`config.mk`:
```
export PLATFORM = sky130hd
export DESIGN_NAME = comm_link_controller
export DESIGN_NICKNAME = d
export VERILOG_FILES = /design/src/rtl/comm_link_controller.sv
export SDC_FILE = /design/constraint.sdc
export NUM_CORES = 1
export LEC_CHECK = 0
export BUFFER_PORTS_ARGS = -buffer_cell sky130_fd_sc_hd__buf_4
export CAP_MARGIN = 20
export CELL_PAD_IN_SITES_DETAIL_PLACEMENT = 0
export CELL_PAD_IN_SITES_GLOBAL_PLACEMENT = 1
export CORE_ASPECT_RATIO = 1.75
export CORE_MARGIN = 2
export CORE_UTILIZATION = 43
export CTS_CLUSTER_DIAMETER = 60
export DETAILED_ROUTE_END_ITERATION = 10
export PLACE_DENSITY_LB_ADDON = 0.1
export SLEW_MARGIN = 10
export SYNTH_ARGS = -nofsm -noshare
export SYNTH_HDL_FRONTEND = slang
export SYNTH_SLANG_ARGS = --single-unit
```
`constraint.sdc`:
```
create_clock -name clock -period 6.5 [get_ports clock]
set_clock_uncertainty 0.15 [all_clocks]
set_input_delay 1.95 -clock clock [delete_from_list [all_inputs] [get_ports clock]]
set_output_delay 1.95 -clock clock [all_outputs]
set_load 0.02 [all_outputs]
```
`src/rtl/comm_link_controller.sv`:
```
// Pong serial-link sequencer: presence probe with timeout/retry, arbitration of game
// sends and link-level replies onto one transmitter, and receiver acknowledge/forwarding.
module comm_link_controller #(
  parameter int unsigned TIMEOUT_CYCLES = 1000000,
  parameter int unsigned MAX_RETRIES    = 3,
  parameter int unsigned TO_W           = 20
) (
  input  logic        clock,
  input  logic        reset,
  input  logic        req_ball,
  input  logic [8:0]  ball_y,
  input  logic [3:0]  vel_x,
  input  logic [3:0]  vel_y,
  input  logic        sign_y,
  input  logic        req_miss,
  input  logic        i_lost,
  input  logic        req_new_game,
  output logic [2:0]  grant,
  output logic        tx_start,
  output logic [23:0] tx_message,
  input  logic        tx_busy,
  input  logic        rx_new_message,
  input  logic        rx_are_you_there,
  input  logic        rx_I_am_here,
  output logic        rx_message_acked,
  output logic        rx_deliver,
  output logic        link_up,
  output logic        link_fail
);

  localparam logic [2:0] PROBE_SEND = 3'd0;
  localparam logic [2:0] PROBE_TX   = 3'd1;
  localparam logic [2:0] PROBE_WAIT = 3'd2;
  localparam logic [2:0] IDLE       = 3'd3;
  localparam logic [2:0] TX         = 3'd4;
  localparam logic [2:0] DEAD       = 3'd5;
  localparam logic [2:0] DEAD_TX    = 3'd6;

  localparam int unsigned RC_W = (MAX_RETRIES < 1) ? 1 : $clog2(MAX_RETRIES + 1);
  localparam logic [RC_W-1:0] MAX_RC  = RC_W'(MAX_RETRIES);
  localparam logic [TO_W-1:0] TO_LAST = TO_W'(TIMEOUT_CYCLES - 1);

  localparam logic [23:0] MSG_ARE_YOU_THERE = 24'h000010;
  localparam logic [23:0] MSG_I_AM_HERE     = 24'h000008;
  localparam logic [23:0] MSG_NEW_GAME      = 24'h000001;

  logic [2:0]      state;
  logic [TO_W-1:0] to_cnt;
  logic [RC_W-1:0] retry_cnt;
  logic            pending_reply;
  logic            tx_busy_q;
  logic            rx_new_q;

  logic rx_event;
  logic rx_ayt_ev;
  logic rx_iah_ev;
  logic rx_game_ev;
  logic busy_fall;

  // A message is consumed once per assertion of rx_new_message, however long it is held.
  always_comb begin
    rx_event   = rx_new_message & ~rx_new_q;
    rx_ayt_ev  = rx_event & rx_are_you_there;
    rx_iah_ev  = rx_event & ~rx_are_you_there & rx_I_am_here;
    rx_game_ev = rx_event & ~rx_are_you_there & ~rx_I_am_here;
    busy_fall  = tx_busy_q & ~tx_busy;
  end

  always_ff @(posedge clock) begin
    if (reset) begin
      state            <= PROBE_SEND;
      to_cnt           <= '0;
      retry_cnt        <= '0;
      pending_reply    <= 1'b0;
      tx_busy_q        <= 1'b0;
      rx_new_q         <= 1'b0;
      grant            <= '0;
      tx_start         <= 1'b0;
      tx_message       <= '0;
      rx_message_acked <= 1'b0;
      rx_deliver       <= 1'b0;
      link_up          <= 1'b0;
      link_fail        <= 1'b0;
    end else begin
      tx_start         <= 1'b0;
      grant            <= '0;
      tx_busy_q        <= tx_busy;
      rx_new_q         <= rx_new_message;
      rx_message_acked <= rx_event;
      rx_deliver       <= rx_game_ev;

      if (rx_iah_ev && state == PROBE_WAIT) link_up <= 1'b1;

      case (state)
        PROBE_SEND: begin
          if (!tx_busy) begin
            tx_message <= MSG_ARE_YOU_THERE;
            tx_start   <= 1'b1;
            state      <= PROBE_TX;
          end
        end
        PROBE_TX: begin
          if (busy_fall) begin
            to_cnt <= '0;
            state  <= PROBE_WAIT;
          end
        end
        PROBE_WAIT: begin
          if (to_cnt != '1) to_cnt <= to_cnt + 1'b1;
          // A reply landing in the timeout cycle itself takes precedence over the retry.
          if (link_up || rx_iah_ev) begin
            state <= IDLE;
          end else if (to_cnt == TO_LAST) begin
            if (retry_cnt < MAX_RC) begin
              retry_cnt <= retry_cnt + 1'b1;
              state     <= PROBE_SEND;
            end else begin
              link_fail <= 1'b1;
              state     <= DEAD;
            end
          end
        end
        IDLE: begin
          if (!tx_busy) begin
            if (pending_reply) begin
              tx_message    <= MSG_I_AM_HERE;
              tx_start      <= 1'b1;
              pending_reply <= 1'b0;
              state         <= TX;
            end else if (link_up && req_new_game) begin
              tx_message <= MSG_NEW_GAME;
              tx_start   <= 1'b1;
              grant      <= 3'b100;
              state      <= TX;
            end else if (link_up && req_miss) begin
              tx_message <= {21'd0, 1'b1, i_lost, 1'b0};
              tx_start   <= 1'b1;
              grant      <= 3'b010;
              state      <= TX;
            end else if (link_up && req_ball) begin
              tx_message <= {ball_y, vel_x, vel_y, sign_y, 1'b1, 5'd0};
              tx_start   <= 1'b1;
              grant      <= 3'b001;
              state      <= TX;
            end
          end
        end
        TX: begin
          if (busy_fall) state <= IDLE;
        end
        // DEAD keeps its own transmit-wait state so a reply never leads back to IDLE.
        DEAD: begin
          if (!tx_busy && pending_reply) begin
            tx_message    <= MSG_I_AM_HERE;
            tx_start      <= 1'b1;
            pending_reply <= 1'b0;
            state         <= DEAD_TX;
          end
        end
        DEAD_TX: begin
          if (busy_fall) state <= DEAD;
        end
        default: state <= PROBE_SEND;
      endcase

      // A request arriving while the reply is being launched still earns its own reply.
      if (rx_ayt_ev) pending_reply <= 1'b1;
    end
  end

endmodule

```
==> impl_metrics.py, run 1 <==
metrics = {
    "clock_network": {
        "numCtsBuffers": 9,
        "cts_sinks": 60,
        "clk_latency_ns": 0.33,
        "htreeDepth": 3,
        "post-cts-setup-buffer-count": 0,
        "ctsResizeCount": 0,
        "cts_buffer_depth": 2,
        "cts_tree": "built",
        "path_clk_slew_ns": 0.05,
        "cts_hold_buf": 0,
        "cts-root-buf": "clkbuf_16",
    },
    "timing": {
        "drv_slew": 0,
        "layout_setup_ws_ns": 2.66,
        "min_period_over_period_pct": 59.0,
        "hold_viol": 0,
        "period_needed_ns": 3.84,
        "tightestPinTransition_ns": 0.678,
        "clock.fmax_ghz": 0.261,
        "finalSetupViolCount": 0,
        "max_slew_margin_pct": 54.5,
        "finalSetupTns_ns": 0,
        "rsz0062_at_grt": "false",
    },
    "yosys": {
        "synth_edf_count": 0,
        "ys_warn_count": 0,
        "synth_nets": 372,
        "netlist_area_mm2": 0.00286,
        "synthArstFlopShare_pct": 0,
        "yosysSeqAreaShare_pct": 42.0,
        "synthFlopType": "dfxtp_1",
        "avgSynthCellArea_um2": 8.35,
        "ys_types": 54,
        "syn_inst": 342,
        "synth-seq-cells": 60,
    },
    "worst_setup_path": {
        "rrSetupSlack_ns": 3.80,
        "required_ns": 6.61,
        "crit_path_start_kind": "input pin",
        "cp-end-kind": "flop",
        "crit_start": "tx_busy",
        "rr_worst_depth": 6,
        "cp.arrival_ns": 3.94,
        "criticalPathCategory": "in2reg",
        "r2r_start": "to_cnt[0]$_SDFFE_PP0P_",
        "critPathMaxFanout": 16,
        "rr_endpoint": "to_cnt[11]$_SDFFE_PP0P_",
    },
    "global_route": {
        "antenna_found_initial": 0,
        "grt_pass1_vias": 2650,
        "grt_max_degree": 47,
        "track_usage_pct": 22.4,
        "grt-ovfl-total": 0,
        "grt_first_pass_wirelength_um": 12700,
    },
    "hold_path": {
        "worstHoldStart": "rx_new_q$_SDFF_PP0_",
        "hp-class": "reg2reg",
        "worstHoldEndpoint": "rx_message_acked$_SDFF_PP0_",
        "hold_depth": 1,
    },
    "place": {
        "preCtsSetupSlack_ns": 2.34,
        "port_buffers": 59,
        "dp_cells": 459,
        "gp_congestion": 0.790,
        "hpwl_um": 5140,
        "place_area_mm2": 0.00332,
    },
    "power_and_ir_drop": {
        "p_clk_share_pct": 43.0,
        "switching_share_pct": 28.7,
        "p_seq_share_pct": 38.0,
        "leakage_nw": 1.44,
        "p_int_uw": 775,
        "combinationalPowerShare_pct": 18.9,
        "p_switching_uw": 312,
        "ir_drop_v": 0.000182,
        "p_per_area_mw_per_mm2": 299,
    },
    "layout": {
        "final_util_pct": 55.9,
        "drive_gt1_share_pct": 21.6,
        "fill_cells": 622,
        "fin_cells": 476,
        "fin_nets": 419,
        "finish.instance_area_mm2": 0.00363,
        "area_growth_pct": 27.0,
        "antennaDiodeCount": 0,
    },
    "detailed_routing": {
        "routedWlPerCell_um": 15.9,
        "drcViolationCount": 0,
        "vias": 2740,
        "drt-pass1-iter-count": 4,
        "totalWireLength_um": 7560,
        "ant_nets": 0,
        "drtIter0Drc": 211,
        "vias_per_cell": 5.76,
    },
    "floorplan": {
        "die_x_um": 65.6,
        "die_height_um": 112,
        "die_area_mm2": 0.00734,
        "io_pins": 60,
        "core_area_mm2": 0.00649,
        "rows": 39,
        "start_util_pct": 44.0,
    },
    "outcome": {
        "status": "complete, no violations",
    },
    "job": {
        "drv_cap": 0,
    },
}
## placed cells by master (no fill, tap or decap), types with 3 or more instances in the layout
cell	n
clkbuf_16	9
nor4_1	4
and2_1	4
nand3_1	30
o22a_1	10
o21ai_0	26
nor3_1	5
and4_1	3
a31oi_1	3
a41oi_1	4
o31ai_1	3
and3_1	8
nor2_1	22
dfxtp_1	60
clkbuf_8	5
mux2i_1	3
nor3b_1	5
nor2b_1	5
buf_4	62
a21oi_1	30
nand2_1	18
or3_1	5
nand2b_1	22
nand4_1	5
## flip-flops by register name (all words and copies together), names as in the netlist
register          count
tx_start              1
rx_deliver            1
tx_message           24
grant                 3
pending_reply         1
to_cnt               20
link_up               1
tx_busy_q             1
rx_new_q              1
state                 3
rx_message_acked      1
link_fail             1
retry_cnt             2
## per-stage QoR
stage	power (mW)	hold WS [ns]
after global placement	0.621	0.289
after global routing	1.14	0.308
after CTS	1.09	0.291
after detailed placement	0.622	0.287
final	1.09	0.290
after floorplan	0.562	0.267
## cells by family (layout without fill, tap and decap cells)
kind of cell | after synthesis | count (layout) | share of synthesized area [%]
AOI/OAI and AO/OA | 97 | 97 | 21.9
xor gates and xnor gates | 3 | 3 | 0.920
adders and majority gates | 2 | 2 | 0.876
buffers and inverters | 28 | 80 | 4.12
DFF | 60 | 60 | 42.0
muxes | 3 | 3 | 1.05
and+or+nand+nor | 149 | 149 | 29.1
## worst max-delay path, stage by stage
cell and delay (ns):
buf_4 0.16, or3b_4 0.38, or3_1 0.60, o21a_4 0.24
or4_1 0.46, a21oi_1 0.14
## power groups by stage
stage	logic (mW)	clock network, mW	registers [mW]
after floorplan	0.154	0	0.408
after global placement	0.202	0	0.420
after detailed placement	0.202	0	0.420
after CTS	0.203	0.476	0.413
after global routing	0.229	0.494	0.417
final	0.206	0.467	0.413
## synth_stat cells (5+ instances only)
cell | number | area [um2]
a21oi_1 | 30 | 150
and3_1 | 8 | 50.1
clkbuf_1 | 19 | 71.3
dfxtp_1 | 60 | 1200
nand2_1 | 18 | 67.6
nand2b_1 | 22 | 138
nand3_1 | 30 | 150
nand4_1 | 5 | 31.3
nor2_1 | 22 | 82.6
nor2b_1 | 5 | 31.3
nor3_1 | 5 | 25.0
nor3b_1 | 5 | 37.5
o21ai_0 | 26 | 130
o22a_1 | 10 | 87.6
or3_1 | 5 | 31.3
## layer usage
layer	wire length [um]	GRT usage, %
met1	3040	25.9
met2	3880	36.2
met3	404	5.35
met4	238	14.0
met5	0	0
## worst max path at each step
stage                                         end  cells after the start
after CTS                 to_cnt[14]$_SDFFE_PP0P_                      6
after detailed placement  to_cnt[14]$_SDFFE_PP0P_                      6
after floorplan           to_cnt[14]$_SDFFE_PP0P_                      6
after global routing      to_cnt[14]$_SDFFE_PP0P_                      6
final                     to_cnt[14]$_SDFFE_PP0P_                      6
after global placement    to_cnt[14]$_SDFFE_PP0P_                      6
## final cells by class
cell class | count | area (um2) | area share [%]
sequential | 60 | 1200 | 33.1
timing repair buffer | 62 | 465 | 12.8
multi-input combinational | 254 | 1550 | 42.7
inverter | 2 | 7.51 | 0.207
tap | 82 | 103 | 2.83
clock buffer | 16 | 302 | 8.31
No activity file was read; power rests on OpenSTA's default activity.
==> run 2, diff against run 1 <==
--- a/config.mk
+++ b/config.mk
@@ -11,7 +11,7 @@
 export CELL_PAD_IN_SITES_GLOBAL_PLACEMENT = 1
 export CORE_ASPECT_RATIO = 1.75
 export CORE_MARGIN = 2
-export CORE_UTILIZATION = 43
+export CORE_UTILIZATION = 36
 export CTS_CLUSTER_DIAMETER = 60
 export DETAILED_ROUTE_END_ITERATION = 10
 export PLACE_DENSITY_LB_ADDON = 0.1
==> constraint.sdc (replaced) <==
create_clock -name clock -period 3.2 [get_ports clock]
set_clock_uncertainty 0.15 [all_clocks]
set_input_delay 0.96 -clock clock [delete_from_list [all_inputs] [get_ports clock]]
set_output_delay 0.96 -clock clock [all_outputs]
set_load 0.02 [all_outputs]
==> run 2 against run 1 <==
Effect of this change: critical path depth is the same; wire length up 6.9%; die area rose by 18%.
==> impl_metrics.py, run 2 (synthesized netlist as in run 1, its figures left out) <==
metrics = {
    "outcome": {
        "status": "complete, no violations",
    },
    "detailed_routing": {
        "vias_per_cell": 5.54,
        "drcViolationCount": 0,
        "vias": 2687,
        "drt-pass1-iter-count": 4,
        "drtIter0Drc": 159,
        "totalWireLength_um": 8080,
        "routedWlPerCell_um": 16.7,
        "ant_nets": 0,
    },
    "layout": {
        "drive_gt1_share_pct": 21.8,
        "top_register": "tx_message",
        "fin_nets": 424,
        "area_growth_pct": 27.2,
        "mostFrequentLayoutCell": "buf_4",
        "antennaDiodeCount": 0,
        "final_util_pct": 46.6,
        "largest_reg_flops": 24,
        "mostFrequentLayoutCells": "66 x buf_4, 60 x dfxtp_1, 30 x nand3_1, 30 x a21oi_1, 26 x o21ai_0",
        "reg_top3": "tx_message x24, to_cnt x20",
    },
    "timing": {
        "finalSetupViolCount": 0,
        "max_slew_margin_pct": 62.7,
        "drv_slew": 0,
        "finalSetupTns_ns": 0,
        "min_period_over_period_pct": 79.4,
        "period_needed_ns": 2.54,
        "clock.fmax_ghz": 0.394,
        "rsz0062_at_grt": "false",
        "hold_viol": 0,
        "tightestPinTransition_ns": 0.560,
    },
    "worst_setup_path": {
        "max_stage_delay_ns": 0.46,
        "crit_path_start_kind": "input pin",
        "cp_top_family": "simple AND/OR/NAND/NOR gates",
        "crit_chain": "buf_4, or3b_4, or3_1, o21a_4, or4_1, a21oi_1",
        "rr_worst_depth": 5,
        "r2r_start": "state[0]$_SDFFE_PP0P_",
        "criticalPathCategory": "in2reg",
        "cp.arrival_ns": 2.64,
        "required_ns": 3.30,
        "rr_endpoint": "retry_cnt[1]$_SDFFE_PP0P_",
        "critPathMaxFanout": 14,
        "crit_start": "tx_busy",
        "cp-end-kind": "flop",
        "cp_num_buf_inv": 1,
        "cp_slowest_cell": "or4_1",
        "rrSetupSlack_ns": 0.87,
    },
    "clock_network": {
        "numCtsBuffers": 9,
        "cts_sinks": 60,
        "cts_hold_buf": 0,
        "cts-root-buf": "clkbuf_16",
        "post-cts-setup-buffer-count": 0,
        "cts_tree": "built",
        "htreeDepth": 3,
        "clk_latency_ns": 0.32,
        "ctsResizeCount": 0,
        "path_clk_slew_ns": 0.05,
        "cts_buffer_depth": 2,
    },
    "place": {
        "gp_congestion": 0.819,
        "hpwl_um": 5750,
        "port_buffers": 59,
    },
    "floorplan": {
        "die_x_um": 71.3,
        "die_area_mm2": 0.00869,
        "core_area_mm2": 0.00780,
        "die_height_um": 122,
        "rows": 43,
        "start_util_pct": 36.6,
        "io_pins": 60,
    },
    "global_route": {
        "grt_pass1_vias": 2675,
        "antenna_found_initial": 0,
        "track_usage_pct": 20.0,
        "grt-ovfl-total": 0,
        "grt_first_pass_wirelength_um": 13400,
        "grt_max_degree": 42,
    },
    "power_and_ir_drop": {
        "leakage_nw": 1.44,
        "p_per_area_mw_per_mm2": 581,
        "ir_drop_v": 0.000299,
    },
    "job": {
        "drv_cap": 0,
    },
    "hold_path": {
        "hold_depth": 1,
        "hp-class": "reg2reg",
        "worstHoldEndpoint": "rx_message_acked$_SDFF_PP0_",
        "worstHoldStart": "rx_new_q$_SDFF_PP0_",
    },
}
[run 2: through the flow]
stage	power, mW	setup slack (ns)	cell area (um2)	instances	hold WS, ns
3_5_place_dp	1.30	0.353	3390	473	0.285
5_1_grt	2.22	0.561	3630	485	0.315
6_report	2.11	0.660	3630	485	0.295
2_1_floorplan	1.14	0.517	2860	342	0.267
4_1_cts	2.14	0.688	3630	485	0.296
3_3_place_gp	1.30	0.372	3390	473	0.288
[run 2: layout make-up]
class	instances	area [um2]
Timing Repair Buffer	67	515
Tap cell	90	113
Clock buffer	12	246
Multi-Input combinational cell	254	1550
Sequential cell	60	1200
Fill cell	792	4170
Inverter	2	7.51
[run 2: routing by layer]
metal	track usage, %	vias to the layer above	wire length (um)
li1	-	1349	-
met1	23.4	1251	3300
met2	33.4	68	4160
met3	4.80	19	340
met4	10.1	0	283
met5	0	-	0
[run 2: how the worst max path moves through the flow]
stage / depth (start not counted) / slack, ns / end
2_1_floorplan: 6 / 0.52 / to_cnt[14]$_SDFFE_PP0P_
3_3_place_gp: 6 / 0.37 / to_cnt[14]$_SDFFE_PP0P_
3_5_place_dp: 6 / 0.35 / to_cnt[14]$_SDFFE_PP0P_
4_1_cts: 6 / 0.69 / to_cnt[14]$_SDFFE_PP0P_
5_1_grt: 7 / 0.56 / to_cnt[10]$_SDFFE_PP0P_
6_report: 6 / 0.66 / to_cnt[14]$_SDFFE_PP0P_
[run 2: power breakdown]
part	internal, mW	switching, mW
clock	0.526	0.302
sequential	0.780	0.0506
combinational	0.184	0.271
total	1.49	0.623
==> run 3, diff against run 2 <==
==> constraint.sdc (replaced) <==
create_clock -name clock -period 2.3 [get_ports clock]
set_clock_uncertainty 0.15 [all_clocks]
set_input_delay 0.69 -clock clock [delete_from_list [all_inputs] [get_ports clock]]
set_output_delay 0.69 -clock clock [all_outputs]
set_load 0.02 [all_outputs]
==> run 3 against run 2 <==
Effect of this change: clock power up 63%; wire length up 1.6%; global-route usage up 0.29 points; via count up 4.1%; final cell count up 6.2%; largest power group is now clock; sequential power up 34%; sequential share of layout area down 2.2 points; combinational power up 73%.
==> impl_metrics.py, run 3 (synthesized netlist as in run 1, its figures left out) <==
metrics = {
    "outcome": {
        "status": "complete, no violations",
    },
    "global_route": {
        "track_usage_pct": 20.2,
        "grt_first_pass_wirelength_um": 13500,
        "grt_pass1_vias": 2750,
        "antenna_found_initial": 0,
        "grt_use_met3_pct": 4.71,
        "grt_max_degree": 35,
        "grt_use_met1_pct": 21.9,
        "grt_busiest_layer": "met2",
        "grt-ovfl-total": 0,
        "met2_usage_pct": 35.9,
    },
    "detailed_routing": {
        "drt-pass1-iter-count": 4,
        "vias": 2798,
        "ant_nets": 0,
        "drtIter0Drc": 106,
        "totalWireLength_um": 8210,
        "routedWlPerCell_um": 15.9,
        "drcViolationCount": 0,
        "vias_per_cell": 5.43,
    },
    "timing": {
        "clock.fmax_ghz": 0.456,
        "finalSetupTns_ns": 0,
        "tightestPinTransition_ns": 0.538,
        "min_period_over_period_pct": 95.3,
        "rsz0062_at_grt": "false",
        "hold_slack_ns": 0.305,
        "period_needed_ns": 2.19,
        "hold_viol": 0,
        "finalSetupViolCount": 0,
        "max_slew_margin_pct": 64.1,
        "drv_slew": 0,
    },
    "clock_network": {
        "numCtsBuffers": 9,
        "path_clk_slew_ns": 0.05,
        "cts_hold_buf": 0,
        "cts_sinks": 60,
        "cts_buffer_depth": 2,
        "cts-root-buf": "clkbuf_16",
        "cts_tree": "built",
        "clk_latency_ns": 0.33,
        "htreeDepth": 3,
    },
    "layout": {
        "antennaDiodeCount": 0,
        "largest_reg_flops": 24,
        "area_growth_pct": 36.3,
        "top_register": "tx_message",
        "reg_top3": "tx_message x24, to_cnt x20",
        "fin_cells": 515,
        "drive_gt1_share_pct": 27.8,
        "mostFrequentLayoutCell": "buf_4",
        "fin_nets": 450,
        "mostFrequentLayoutCells": "92 x buf_4, 60 x dfxtp_1, 30 x nand3_1, 30 x a21oi_1, 26 x o21ai_0",
    },
    "floorplan": {
        "die_area_mm2": 0.00869,
        "core_area_mm2": 0.00780,
        "io_pins": 60,
        "die_height_um": 122,
        "rows": 43,
        "die_x_um": 71.3,
        "start_util_pct": 36.6,
    },
    "worst_setup_path": {
        "cp.arrival_ns": 2.30,
        "required_ns": 2.41,
        "crit_path_start_kind": "input pin",
        "criticalPathCategory": "in2reg",
        "crit_chain": "buf_4, or3b_4, or3_1, buf_4, a211oi_1, mux2i_1",
        "crit_start": "tx_busy",
        "crit_top_cell": "buf_4",
        "r2r_start": "state[2]$_SDFFE_PP0P_",
        "cp_slowest_cell": "or3_1",
        "cp.depth": 6,
        "cp_num_buf_inv": 2,
        "critPathMaxFanout": 15,
        "rr_worst_depth": 5,
        "max_stage_delay_ns": 0.40,
        "rr_endpoint": "to_cnt[12]$_SDFFE_PP0P_",
        "rrSetupSlack_ns": 0.14,
        "cp_top_family": "simple AND/OR/NAND/NOR gates",
        "cp-end-kind": "flop",
    },
    "hold_path": {
        "hp-class": "reg2reg",
        "worstHoldStart": "rx_new_q$_SDFF_PP0_",
        "worstHoldEndpoint": "rx_message_acked$_SDFF_PP0_",
        "hold_depth": 1,
    },
    "power_and_ir_drop": {
        "p_per_area_mw_per_mm2": 833,
        "finalPower_mw": 3.24,
        "ir_drop_v": 0.000571,
        "leakage_nw": 1.60,
    },
    "job": {
        "drv_cap": 0,
    },
    "place": {
        "dp_cells": 499,
        "hpwl_um": 6080,
        "port_buffers": 59,
        "gp_congestion": 0.790,
    },
}
## run 3: layout make-up
class                   instances  area [um2]
well taps                      90         113
flip-flops and latches         60        1200
repair buffers                 93         711
inverters                       2        7.51
clock buffers                  12         256
clock inverters                 4        47.5
fillers                       780        3910
multi-input cells             254        1560
## run 3: what timing repair did
action	in CTS	in global routing
gates resized for setup	0	1
endpoints found under the hold margin	0	0
endpoints found under the setup margin	0	3
buffers inserted	0	0
## run 3: through the flow
stage	worst slack, ns	instance area [um2]	util (%)
floorplan	-0.0672	2860	-
global placement	-0.158	3580	45.9
detailed placement	-0.215	3580	45.9
CTS	0.110	3890	49.8
global route	0.00544	3890	49.9
finish	0.108	3890	49.9
## run 3: layer usage
metal | vias to the layer above | wire (um)
li1 | 1408 | -
met1 | 1299 | 3240
met2 | 71 | 4390
met3 | 20 | 308
met4 | 0 | 272
met5 | - | 0
## run 3: worst max-delay path by stage
stage                                   end  slack (ns)
floorplan           to_cnt[14]$_SDFFE_PP0P_       -0.07
global placement    to_cnt[16]$_SDFFE_PP0P_       -0.16
detailed placement  to_cnt[19]$_SDFFE_PP0P_       -0.21
CTS                 to_cnt[12]$_SDFFE_PP0P_        0.11
global route        to_cnt[10]$_SDFFE_PP0P_       0.005
finish              to_cnt[19]$_SDFFE_PP0P_        0.11
## run 3: worst reg2reg max path, stage by stage, from the launching register on
cell and delay, ns:
dfxtp_1 0.38, or3b_2 0.57, buf_4 0.18, or2_1 0.40, a31o_2 0.30, a21oi_1 0.12
## run 3: power by group
part	internal (mW)	switching (mW)
Sequential	1.08	0.0269
Combinational	0.344	0.441
Clock	0.892	0.454
